==> src/rtl/ace_snoop_pkg.sv <==
// Shared definitions for the ACE snoop initiator: FSM state codes, ACSNOOP
// encodings and CRRESP bit positions.
package ace_snoop_pkg;

  typedef logic [2:0] state_t;

  localparam state_t StIdle = 3'd0;
  localparam state_t StAc   = 3'd1;
  localparam state_t StCr   = 3'd2;
  localparam state_t StCd   = 3'd3;
  localparam state_t StRsp  = 3'd4;

  localparam logic [3:0] SnpReadOnce          = 4'd0;
  localparam logic [3:0] SnpReadShared        = 4'd1;
  localparam logic [3:0] SnpReadClean         = 4'd2;
  localparam logic [3:0] SnpReadNotSharedDirty = 4'd3;
  localparam logic [3:0] SnpReadUnique        = 4'd7;
  localparam logic [3:0] SnpCleanShared       = 4'd8;
  localparam logic [3:0] SnpCleanInvalid      = 4'd9;
  localparam logic [3:0] SnpMakeInvalid       = 4'd13;

  localparam int unsigned RespDataTransfer = 0;
  localparam int unsigned RespError        = 1;
  localparam int unsigned RespPassDirty    = 2;
  localparam int unsigned RespIsShared     = 3;
  localparam int unsigned RespWasUnique    = 4;

endpackage

==> src/rtl/ace_snoop_line_buffer.sv <==
// Beat counter and cache-line assembly for snoop data arriving on the CD channel.
module ace_snoop_line_buffer
  import ace_snoop_pkg::*;
#(
  parameter int unsigned DATA_W = 128,
  parameter int unsigned BEATS  = 4
) (
  input  logic                     clk,
  input  logic                     rst,
  input  logic                     clear,
  input  logic                     wr_en,
  input  logic [DATA_W-1:0]        wr_data,
  output logic                     last_beat,
  output logic [DATA_W*BEATS-1:0]  line
);

  localparam int unsigned IdxW = (BEATS > 1) ? $clog2(BEATS) : 1;
  localparam logic [IdxW-1:0] LastIdx = IdxW'(BEATS - 1);

  logic [IdxW-1:0] idx_q;

  assign last_beat = (idx_q == LastIdx);

  // Index saturates on the final beat so a stray write can never wrap to beat 0.
  always_ff @(posedge clk) begin
    if (rst || clear) begin
      idx_q <= '0;
    end else if (wr_en && !last_beat) begin
      idx_q <= idx_q + 1'b1;
    end
  end

  // The line is only cleared by reset; a new snoop overwrites beats as they arrive.
  always_ff @(posedge clk) begin
    if (rst) begin
      line <= '0;
    end else if (wr_en) begin
      for (int unsigned b = 0; b < BEATS; b++) begin
        if (idx_q == IdxW'(b)) begin
          line[b*DATA_W +: DATA_W] <= wr_data;
        end
      end
    end
  end

endmodule

==> src/rtl/ace_snoop_initiator.sv <==
// ACE snoop initiator: issues one snoop on AC, collects the CR response and
// optional CD data, and presents the result on the rsp_* handshake.
module ace_snoop_initiator
  import ace_snoop_pkg::*;
#(
  parameter int unsigned ADDR_WIDTH       = 64,
  parameter int unsigned SNOOP_DATA_WIDTH = 128,
  parameter int unsigned CACHE_LINE_SIZE  = 6,
  parameter int unsigned CR_TIMEOUT       = 256
) (
  input  logic                              ACLK,
  input  logic                              ARESET,
  input  logic                              req_valid,
  output logic                              req_ready,
  input  logic [ADDR_WIDTH-1:0]             req_addr,
  input  logic [3:0]                        req_snoop,
  input  logic [2:0]                        req_prot,
  output logic                              ACVALID,
  input  logic                              ACREADY,
  output logic [ADDR_WIDTH-1:0]             ACADDR,
  output logic [3:0]                        ACSNOOP,
  output logic [2:0]                        ACPROT,
  input  logic                              CRVALID,
  output logic                              CRREADY,
  input  logic [4:0]                        CRRESP,
  input  logic                              CDVALID,
  output logic                              CDREADY,
  input  logic [SNOOP_DATA_WIDTH-1:0]       CDDATA,
  input  logic                              CDLAST,
  output logic                              rsp_valid,
  input  logic                              rsp_ready,
  output logic [4:0]                        rsp_resp,
  output logic [(8 << CACHE_LINE_SIZE)-1:0] rsp_line,
  output logic                              rsp_has_data,
  output logic                              rsp_last_err,
  output logic                              rsp_timeout
);

  localparam int unsigned LineW = 8 << CACHE_LINE_SIZE;
  localparam int unsigned Beats = LineW / SNOOP_DATA_WIDTH;
  localparam int unsigned CntW  = $clog2(CR_TIMEOUT + 1) + 1;
  localparam logic [CntW-1:0] TimeoutLast = CntW'((CR_TIMEOUT == 0) ? 0 : CR_TIMEOUT - 1);

  state_t          state_q, state_d;
  logic [CntW-1:0] cr_cnt_q;
  logic            req_hs, ac_hs, cr_hs, cd_hs, cd_done, cr_tmo, last_beat;

  assign req_ready = (state_q == StIdle);
  assign CRREADY   = (state_q == StCr);
  assign CDREADY   = (state_q == StCd);
  assign rsp_valid = (state_q == StRsp);

  assign req_hs  = req_valid & req_ready;
  assign ac_hs   = ACVALID & ACREADY & (state_q == StAc);
  assign cr_hs   = CRVALID & CRREADY;
  assign cd_hs   = CDVALID & CDREADY;
  assign cd_done = cd_hs & (CDLAST | last_beat);
  // A CRVALID arriving on the final counted cycle takes priority over the timeout.
  assign cr_tmo  = (CR_TIMEOUT != 0) && (state_q == StCr) && !CRVALID &&
                   (cr_cnt_q == TimeoutLast);

  always_comb begin
    state_d = state_q;
    unique case (state_q)
      StIdle: if (req_hs) state_d = StAc;
      StAc:   if (ac_hs) state_d = StCr;
      StCr: begin
        if (cr_hs) state_d = CRRESP[RespDataTransfer] ? StCd : StRsp;
        else if (cr_tmo) state_d = StRsp;
      end
      StCd:   if (cd_done) state_d = StRsp;
      StRsp:  if (rsp_ready) state_d = StIdle;
      default: state_d = StIdle;
    endcase
  end

  always_ff @(posedge ACLK) begin
    if (ARESET) begin
      state_q      <= StIdle;
      ACVALID      <= 1'b0;
      ACADDR       <= '0;
      ACSNOOP      <= '0;
      ACPROT       <= '0;
      cr_cnt_q     <= '0;
      rsp_resp     <= '0;
      rsp_has_data <= 1'b0;
      rsp_last_err <= 1'b0;
      rsp_timeout  <= 1'b0;
    end else begin
      state_q <= state_d;
      if (req_hs) begin
        ACVALID      <= 1'b1;
        ACADDR       <= req_addr;
        ACSNOOP      <= req_snoop;
        ACPROT       <= req_prot;
        cr_cnt_q     <= '0;
        rsp_last_err <= 1'b0;
        rsp_timeout  <= 1'b0;
      end
      if (ac_hs) begin
        ACVALID <= 1'b0;
      end
      if (state_q == StCr) begin
        cr_cnt_q <= cr_cnt_q + 1'b1;
      end
      if (cr_hs) begin
        rsp_resp     <= CRRESP;
        rsp_has_data <= CRRESP[RespDataTransfer];
      end else if (cr_tmo) begin
        rsp_resp     <= '0;
        rsp_has_data <= 1'b0;
        rsp_timeout  <= 1'b1;
      end
      if (cd_done) begin
        rsp_last_err <= (CDLAST != last_beat);
      end
    end
  end

  ace_snoop_line_buffer #(
    .DATA_W (SNOOP_DATA_WIDTH),
    .BEATS  (Beats)
  ) u_line_buffer (
    .clk       (ACLK),
    .rst       (ARESET),
    .clear     (req_hs),
    .wr_en     (cd_hs),
    .wr_data   (CDDATA),
    .last_beat (last_beat),
    .line      (rsp_line)
  );

endmodule
==> config.mk <==
export PLATFORM = sky130hd
export DESIGN_NAME = ace_snoop_initiator
export DESIGN_NICKNAME = d
export VERILOG_FILES = /design/src/rtl/ace_snoop_pkg.sv /design/src/rtl/ace_snoop_line_buffer.sv /design/src/rtl/ace_snoop_initiator.sv
export SDC_FILE = /design/constraint.sdc
export NUM_CORES = 1
export LEC_CHECK = 0
export BUFFER_PORTS_ARGS = -buffer_cell sky130_fd_sc_hd__buf_2
export CAP_MARGIN = 20
export CORE_AREA = 2 2 311 313
export CTS_BUF_LIST = sky130_fd_sc_hd__clkbuf_2 sky130_fd_sc_hd__clkbuf_4 sky130_fd_sc_hd__clkbuf_8
export CTS_CLUSTER_SIZE = 10
export DETAILED_ROUTE_END_ITERATION = 10
export DIE_AREA = 0 0 313 315
export SETUP_SLACK_MARGIN = 0.3
export SLEW_MARGIN = 10
export SYNTH_ARGS = -nofsm -noshare
export SYNTH_HDL_FRONTEND = slang
export SYNTH_SLANG_ARGS = --single-unit
export TNS_END_PERCENT = 5
==> constraint.sdc <==
create_clock -name ACLK -period 2.6 [get_ports ACLK]
set_input_delay 0.39 -clock ACLK [delete_from_list [all_inputs] [get_ports ACLK]]
set_output_delay 0.39 -clock ACLK [all_outputs]
set_load 0.02 [all_outputs]
## After elaboration in Yosys (flattened, before gate mapping)

Index checks and enable logic that the tools add are counted.

- Register bits after elaboration: 607
- Input bits: 212
- Output and inout bits: 596

- Add/subtract/negate cells: 2
- Equal/unequal tests: 14
- Multiplexer cells: 19
- Bitwise operators: 7
- Reduce and logical (&&, ||, !) cells: 17

Operators by type and width:

| cell | number |
|---|---|
| 3-bit 2-to-1 mux | 7 |
| 10-bit 2-to-1 mux | 2 |
| 3-bit case mux with 5 select lines | 1 |
| 10-bit by 1-bit adder with 10-bit output (second input constant) | 1 |
| 10-bit by 8-bit equality test with 1-bit output (second input constant) | 1 |
| 5-bit 2-to-1 mux | 2 |
| 2-bit AND reduction | 4 |
| 1-bit 2-to-1 mux | 7 |
| 1-bit AND | 6 |
| 3-bit by 2-bit equality test with 1-bit output (second input constant) | 2 |
| 2-bit by 1-bit != test with 1-bit output (second input constant) | 3 |
| 2-bit nonzero test | 3 |
| 5-bit AND reduction | 1 |
| 2-bit equality test (second input constant) | 2 |
| 3-bit by 1-bit equality test with 1-bit output (second input constant) | 1 |
| 3-bit equality test (second input constant) | 1 |
| 1-bit logical AND | 3 |
| 3-bit zero test | 1 |
| 3-bit by 1-bit != test with 1-bit output (second input constant) | 1 |
| 2-bit by 1-bit adder with 2-bit output (second input constant) | 1 |
| 2-bit by 1-bit equality test with 1-bit output (second input constant) | 1 |
| 1-bit zero test | 2 |
| 2-bit zero test | 1 |
| 2-bit != test (second input constant) | 1 |
| other kinds (4) | 4 |

## Logic depth before layout (Yosys ltp)

Gate-level depths: netlist of run 1.

- Depth after elaboration: 6
- Mapped depth: 7
- Mapped depth without buffers: 7

## By module

A second synthesis of run 1 with hierarchy kept.

- Cell total of the unflattened synthesis: 2673
- Area total of the unflattened synthesis: 21501.9 µm²

By module, submodules not included:

| module | times used | cells each | area an instance (µm²) | seq. area each (µm²) |
|---|---|---|---|---|
| ace_snoop_line_buffer | 1 | 2238 | 17969.7 | 10289.9 |
| ace_snoop_initiator | 1 | 435 | 3532.1 | 1841.8 |

## Least setup slack after synthesis of run 1

OpenSTA, ideal clock, no wires.

- Kind: reg-to-reg
- Start: register state_q[2]
- End: register ACADDR[34]
- Library setup time: 132 ps
- Data arrival time: 1777 ps
- Path slack: 691 ps
- Cell stages (with the launch flop): 8
- Path buffers: 3
- Clock period less this slack: 1909 ps
- Cell sequence: dfxtp_1 -> clkbuf_1 -> nor3_1 -> nand2_1 -> buf_2 -> buf_2 -> nand2_1 -> a21oi_1

- Longest elaborated chain between the ends: 2

Ends and longest elaborated chain:

| item | RTL line | source |
|---|---|---|
| start: declaration | ace_snoop_initiator.sv:44 | `state_t state_q, state_d;` |
| start signal: assignment | ace_snoop_initiator.sv:79 | `state_q <= StIdle;` |
| start signal: assignment | ace_snoop_initiator.sv:90 | `state_q <= state_d;` |
| 3-bit zero test | ace_snoop_initiator.sv:48 | `assign req_ready = (state_q == StIdle);` |
| named net req_ready | ace_snoop_initiator.sv:14 | `output logic req_ready,` |
| 1-bit AND | ace_snoop_initiator.sv:53 | `assign req_hs = req_valid & req_ready;` |
| end signal: assignment | ace_snoop_initiator.sv:93 | `ACADDR <= req_addr;` |
| end: declaration | ace_snoop_initiator.sv:20 | `output logic [ADDR_WIDTH-1:0] ACADDR,` |

The timed path passes the listed nets, and every way through them passes these cells.
A chain may end at the register's enable or synchronous reset.

## Worst setup path in the final report of run 1

- Start: register state_q[2]
- End: output CRREADY

- Longest elaborated chain between the ends: 1

Ends and longest elaborated chain:

| item | RTL line | source |
|---|---|---|
| 3-bit by 2-bit equality test with 1-bit output | ace_snoop_initiator.sv:49 | `assign CRREADY = (state_q == StCr);` |
| end: declaration | ace_snoop_initiator.sv:24 | `output logic CRREADY,` |

No other way between the ends.

==> flow_summary_export.csv, run 1 <==
group,metric,value,unit
synth,synth_cell_types,44,
final_layout,multi_input_area,0.008094,sq mm
synth,synth_adder_area_share,0.003570,
synth,synth-seq-area-share,0.5769,
grt,grt_pass1_vias,20770,
grt,grt_use_total,0.1687,
sta,min_period_over_period,0.8540,
place,place_area,0.02662,sq mm
die,die_w,313,um
critical_path,crit_type,"register to primary output",
grt,grt_pass1_wl,128100,um
sta,period_needed,2.220,ns
synth,synth_mux_area_frac,0.001428,
place,portBuffers,807,
detailed_routing,drtAntennaViolNets,0,
grt,grt_max_degree,110,
sta,clock.fmax,450.4,MHz
cts,clockRootBuffer,"clkbuf_8",
synth,syn-num-nets,2894,
synth,synth_compound_area_frac,0.1515,
detailed_routing,num_vias,21920,
synth,synth_top_family_by_area,"simple AND/OR/NAND/NOR gates",
hold_path,worstHoldPathCells,3,
hold_path,min_to,"u_line_buffer.line[103]$_SDFFE_PP0P_",
die,core_area,0.09571,sq mm
cts,cts_max_level,3,
sta,drv_slew,0,
pwr,p_leak,13.12,nW
synth,synth_area_per_cell,7.859,sq um
critical_path,r2r_setup_slack,0.60,ns
grt,antenna_found_initial,6,
die,die_height,315,um
synth,yosys_warnings,0,
sta,setup_viol,0,
die,fp.dieArea,0.09860,sq mm
cts,clkTransAtPathRegs,0.06,ns
die,fp-row-count,114,
cts,clock_path_buffers,3,
cts,clock-sinks,606,
final_layout,nFillCells,10110,
final_layout,post-route-cell-area,0.03108,sq mm
sta,tns,0,ns
job,drv_cap,0,
hold_path,min_path_type,"input port to register",
critical_path,cp_data_arrival_time,1.83,ns
sta,relSlewSlack,0.4794,
detailed_routing,wl,88050,um
sta,tightest_slew,0.7809,ns
outcome,status,"complete, no violations",
place,pre_cts_slack,0.4806,ns
synth,synth_area,0.02103,sq mm
cts,cts_tree,"yes",
detailed_routing,routedWlPerCell,17.57,um
synth,synthXorXnorAreaFrac,0.0004165,
critical_path,cp_max_fo,12,
die,io_pins,808,
final_layout,regArea,0.01213,sq mm
synth,ys.flop_type,"dfxtp_1",
detailed_routing,vias_per_cell,4.376,
detailed_routing,drcViolationCount,0,
critical_path,required,2.21,ns
place,dp_hpwl,60310,um
final_layout,syn2layout_area_growth,47.77,%
sta,finClkSkew,0.03027,ns
sta,setup_slack,0.3796,ns
place,gp_congestion,0.8386,
critical_path,ff2ff_path_depth,6,
synth,syn-instance-count,2676,
pwr,power_density,714.0,mW/mm^2
cts,clkLatencyLatePin,0.75,ns
sta,rsz0062_at_grt,"true",
synth,synth-seq-cells,606,
synth,synthSimpleGateAreaFrac,0.2252,
grt,grt_overflow,0,
pwr,finalPower,22.19,mW
critical_path,reg2reg_to,"u_line_buffer.line[156]$_SDFFE_PP0P_",
die,initial_core_util,0.2197,
detailed_routing,first_pass_iters,6,
synth,synth-async-reset-ratio,0,
critical_path,critPathCaptureType,"primary output",
cts,cts_made_buffers,104,
synth,synth_edf_count,0,
detailed_routing,detail_route.iter0.violations,1651,
final_layout,drive_above_1_share,0.2846,
final_layout,finalNetCount,3874,
hold_path,worstHoldStart,"CDDATA[103]",
pwr,max-vdd-ir-drop,464.2,uV
critical_path,startpoint_type,"register",
sta,hold_viol_final,0,
critical_path,rr_startpoint,"state_q[2]$_SDFFE_PP0P_",
==> state kept, by name, indices dropped and copies added (netlist names) <==
| register | flops |
|---|---|
| ACPROT | 3 |
| rsp_last_err | 1 |
| u_line_buffer.line | 512 |
| ACVALID | 1 |
| ACSNOOP | 4 |
| rsp_resp | 5 |
| ACADDR | 64 |
| rsp_timeout | 1 |
| cr_cnt_q | 10 |
| state_q | 3 |
| u_line_buffer.idx_q | 2 |
==> how the worst max path moves through the flow <==
stage                     cells after the start  slack (ns)                              endpoint               startpoint
final                                         4        0.38                               CRREADY  state_q[2]$_SDFFE_PP0P_
after global routing                          4        0.28                               CDREADY  state_q[0]$_SDFFE_PP0P_
after CTS                                     4        0.23                               CRREADY  state_q[2]$_SDFFE_PP0P_
after detailed placement                      8        0.48  u_line_buffer.line[244]$_SDFFE_PP0P_                  CDVALID
after global placement                        7        0.53  u_line_buffer.line[231]$_SDFFE_PP0P_                  CDVALID
after floorplan                               7        0.69               ACADDR[34]$_SDFFE_PP0P_  state_q[2]$_SDFFE_PP0P_
==> where the power goes <==
part           switching (mW)  total, mW  internal [mW]  leakage, nW
Combinational            1.87       2.89           1.02         7.02
Sequential              0.180       9.79           9.61         4.89
Clock                    4.04       9.51           5.47         1.21
Total                    6.10       22.2           16.1         13.1
==> cells in the final DEF, fill, tap and decap left out, types with 2 or more instances in the layout <==
master and count:
a31oi_1 2, dfxtp_1 606, nor2b_1 2, and2_1 4, clkinv_2 4, a211oi_1 3
ha_1 6, o21ai_0 2, buf_6 3, nand2_1 1173, clkbuf_8 133, mux2i_1 3
a21oi_1 599, a22o_1 4, nand2_4 4, or4_1 2, nand3b_1 3, or3_1 2
buf_2 804, and4b_1 2, inv_1 7, and2_4 5, buf_12 25, and3_1 3
diode_2 3, buf_4 34, nor2_1 12, nor3_1 4, clkinvlp_4 2, o211ai_1 2
dlygate4sd3_1 208, inv_12 2, clkbuf_4 34, bufinv_16 4, nand3_1 4
==> synthesized netlist by cell type, drive strengths merged, types with 2 or more instances <==
| cell type | instances | area, sq um |
|---|---|---|
| nor2 | 12 | 45.04 |
| nand3 | 4 | 20.02 |
| a21oi | 599 | 2998 |
| and2 | 9 | 56.30 |
| a22o | 4 | 35.03 |
| o211ai | 2 | 15.01 |
| inv | 7 | 26.28 |
| nor2b | 2 | 12.51 |
| mux2i | 3 | 30.03 |
| a211oi | 3 | 22.52 |
| nor3 | 5 | 25.02 |
| nand3b | 3 | 22.52 |
| clkbuf | 138 | 518.0 |
| nand2 | 1178 | 4422 |
| or3 | 2 | 12.51 |
| and4b | 2 | 20.02 |
| buf | 63 | 314.0 |
| and3 | 3 | 18.77 |
| or4 | 2 | 15.01 |
| ha | 6 | 75.07 |
| o21ai | 2 | 10.01 |
| dfxtp | 606 | 12130 |
| a31oi | 2 | 12.51 |
==> logic make-up (layout without fill, tap and decap cells) <==
logic type | count (synthesis) | after routing
xor gates and xnor gates | 1 | 1
DFF | 606 | 606
muxes | 3 | 3
buffers and inverters | 209 | 1264
and+or+nand+nor | 1229 | 1229
AOI/OAI and AO/OA | 622 | 622
other | 0 | 3
adders and majority gates | 6 | 6
==> critical path: stages (launching register included) <==
cell	delay [ns]
dfxtp_1	0.32
buf_6	0.15
or3b_4	0.42
clkinv_4	0.08
buf_4	0.14
==> repair_timing <==
| item | 4_1_cts | 5_1_grt |
|---|---|---|
| hold buffers | 208 | 0 |
| endpoints found under the hold margin | 587 | 0 |
| gates resized for setup | 4 | 5 |
| setup endpoints to repair | 3 | 3 |
| setup buffers | 5 | 0 |
==> area by class of cell <==
cell class / count / share of cell area
inverters: 8 / 0.001127
well taps: 1276 / 0.05137
clock inverters: 14 / 0.006925
diodes: 3 / 0.0002416
multi-input cells: 1861 / 0.2605
flip-flops and latches: 606 / 0.3904
repair buffers: 1075 / 0.2224
clock buffers: 167 / 0.06712
==> per-stage QoR <==
stage	std cells	util	hold WS, ns
floorplan	2676	-	0.4305
CTS	5007	0.3245	0.02400
finish	5010	0.3247	0.1456
detailed placement	4613	0.2781	0.4429
global placement	4613	0.2781	0.4382
global route	5009	0.3247	0.09463
==> metal layers <==
metal	vias up	track usage	wire length [um]
met5	-	0	13
met4	2	0.09124	4312
met3	196	0.04381	6564
met2	951	0.2782	41790
met1	10170	0.2006	35370
li1	10600	-	-
No activity file was read; power rests on OpenSTA's default activity.
==> inputs of run 2 (changes only) <==
CORE_AREA = 2 2 317 319   (was 2 2 311 313)
CTS_BUF_LIST = sky130_fd_sc_hd__clkbuf_16   (was sky130_fd_sc_hd__clkbuf_2 sky130_fd_sc_hd__clkbuf_4 sky130_fd_sc_hd__clkbuf_8)
DIE_AREA = 0 0 319 321   (was 0 0 313 315)
==> run 2 against run 1 <==
Critical path depth fell by 1; clock skew fell by 0.0090 ns; critical endpoint is now req_ready; die area rose by 3.9%; worst setup slack got worse by 0.014 ns; hold slack got worse by 0.084 ns; sequential share of layout area rose by 1.4 points.
==> flow_summary_export.csv, run 2 (synthesized netlist as in run 1, its figures left out) <==
group,metric,value,unit
sta,tns,0,ns
critical_path,startpoint_type,"register",
grt,antenna_found_initial,7,
sta,clock.fmax,447.5,MHz
critical_path,cp_max_fo,12,
critical_path,crit_type,"register to primary output",
grt,grt_max_degree,129,
cts,clkTransAtPathRegs,0.06,ns
sta,rsz0062_at_grt,"true",
sta,drv_slew,0,
sta,setup_viol,0,
sta,tightest_slew,0.8668,ns
pwr,intPower,15.94,mW
hold_path,worstHoldStart,"req_addr[58]",
cts,clkLatencyLatePin,0.62,ns
pwr,p_switching,5.945,mW
die,io_pins,808,
place,dp_hpwl,61500,um
critical_path,critPathCaptureType,"primary output",
cts,cts_tree,"yes",
sta,hold_viol_final,0,
critical_path,critPathSlowestCell,"nor3_1",
final_layout,final_cells,4864,
cts,clock-sinks,606,
cts,clock_path_buffers,3,
grt,grt_use_total,0.1642,
die,fp.dieArea,0.1024,sq mm
detailed_routing,detail_route.iter0.violations,1577,
pwr,p_leak,12.60,nW
outcome,status,"complete, no violations",
grt,grt_pass1_wl,129300,um
die,die_w,319,um
die,initial_core_util,0.2118,
final_layout,largest_reg_flops,512,
detailed_routing,num_vias,21540,
grt,grt_overflow,0,
detailed_routing,vias_per_cell,4.429,
die,die_height,321,um
die,fp-row-count,116,
sta,finClkSkew,0.02128,ns
pwr,clkPwrFrac,0.428,
final_layout,nFillCells,10600,
grt,grt_pass1_vias,20140,
cts,cts_max_level,3,
place,gp_congestion,0.8566,
hold_path,worstHoldPathCells,3,
critical_path,setup.worst_path.start,"state_q[2]$_SDFFE_PP0P_",
place,place_area,0.02672,sq mm
final_layout,final_util,0.3020,
pwr,pwr-share-seq,0.447,
sta,setup_slack,0.3653,ns
job,drv_cap,0,
final_layout,reg_top3,"u_line_buffer.line: 512 flops, ACADDR: 64 flops, cr_cnt_q: 10 flops",
die,core_area,0.09928,sq mm
sta,period_needed,2.235,ns
place,portBuffers,807,
pwr,max-vdd-ir-drop,653.6,uV
detailed_routing,drtAntennaViolNets,0,
detailed_routing,first_pass_iters,6,
final_layout,syn2layout_area_growth,42.57,%
detailed_routing,wl,87970,um
place,pre_cts_slack,0.3948,ns
final_layout,top_register,"u_line_buffer.line",
detailed_routing,drcViolationCount,0,
critical_path,ff2ff_path_depth,6,
final_layout,layout_commonest_cell,"nand2_1",
pwr,swShare,0.2717,
critical_path,required,2.21,ns
critical_path,rr_startpoint,"state_q[2]$_SDFFE_PP0P_",
final_layout,mostFrequentLayoutCells,"1173 x nand2_1, 805 x buf_2, 606 x dfxtp_1",
final_layout,post-route-cell-area,0.02998,sq mm
critical_path,cp_data_arrival_time,1.84,ns
critical_path,path_cells,"buf_4 -> nor3_1 -> buf_2",
place,placed_cells,4643,
final_layout,finalNetCount,3754,
sta,relSlewSlack,0.4221,
hold_path,min_path_type,"input port to register",
cts,cts_made_buffers,75,
pwr,combPwrFrac,0.125,
final_layout,drive_above_1_share,0.2720,
cts,clockRootBuffer,"clkbuf_16",
sta,min_period_over_period,0.8595,
pwr,power_density,729.8,mW/mm^2
detailed_routing,routedWlPerCell,18.09,um
critical_path,slowest_delay,0.46,ns
[run 2: changes by cell type in the layout (fill, tap and decap cells not counted), sizes merged]
| cell | change |
|---|---|
| diode | +1 |
| clkinv | +5 |
| buf | +4 |
| dlygate4sd3 | -95 |
| bufinv | -2 |
| clkinvlp | -1 |
| inv | +10 |
| clkbuf | -90 |
[run 2: power groups by stage]
stage	registers (mW)	clock network (mW)	logic, mW
2_1_floorplan	10.3	0	1.06
3_3_place_gp	9.96	0	2.58
4_1_cts	9.77	9.65	2.73
3_5_place_dp	9.97	0	2.58
6_report	9.78	9.37	2.73
5_1_grt	9.81	10.0	2.95
[run 2: critical path, delay by kind of cell (launching register included)]
family / cells / cell delay (ns)
AND/OR/NAND/NOR: 1 / 0.46
flip-flops: 1 / 0.31
buffers and inverters: 2 / 0.45
[run 2: repair_timing]
action,4_1_cts,5_1_grt
setup endpoints to repair,1,2
buffers inserted,1,0
cloned,0,0
gates resized for setup,2,1
endpoints found under the hold margin,207,0
hold buffers,113,0
[run 2: final timing paths]
kind	endpoint	slack, ns
setup / recovery	req_ready	0.37
hold / removal	ACADDR[58]$_SDFFE_PP0P_	0.06
setup reg to reg	u_line_buffer.line[40]$_SDFFE_PP0P_	0.52
hold reg to reg	u_line_buffer.line[488]$_SDFFE_PP0P_	0.45
[run 2: through the flow]
step                power (mW)  hold slack (ns)
finish                   21.88          0.06197
floorplan                11.39           0.4305
CTS                      22.15        0.0001387
global placement         12.53           0.4381
detailed placement       12.54           0.4429
global route             22.78          0.01530
[run 2: cell type report]
cell class	instances	area [sq um]	share of cell area
diodes	4	10.01	0.0003338
clock buffers	77	1927	0.06427
clock inverters	26	176.4	0.005884
inverters	8	35.03	0.001168
multi-input cells	1861	8087	0.2697
flip-flops and latches	606	12130	0.4046
well taps	1298	1624	0.05417
repair buffers	984	5992	0.1998
[run 2: layer usage]
| metal | track usage | part of all wire |
|---|---|---|
| met5 | 0 | 0.00052 |
| met4 | 0.07526 | 0.050 |
| met3 | 0.04055 | 0.073 |
| met2 | 0.2723 | 0.47 |
| met1 | 0.2003 | 0.40 |
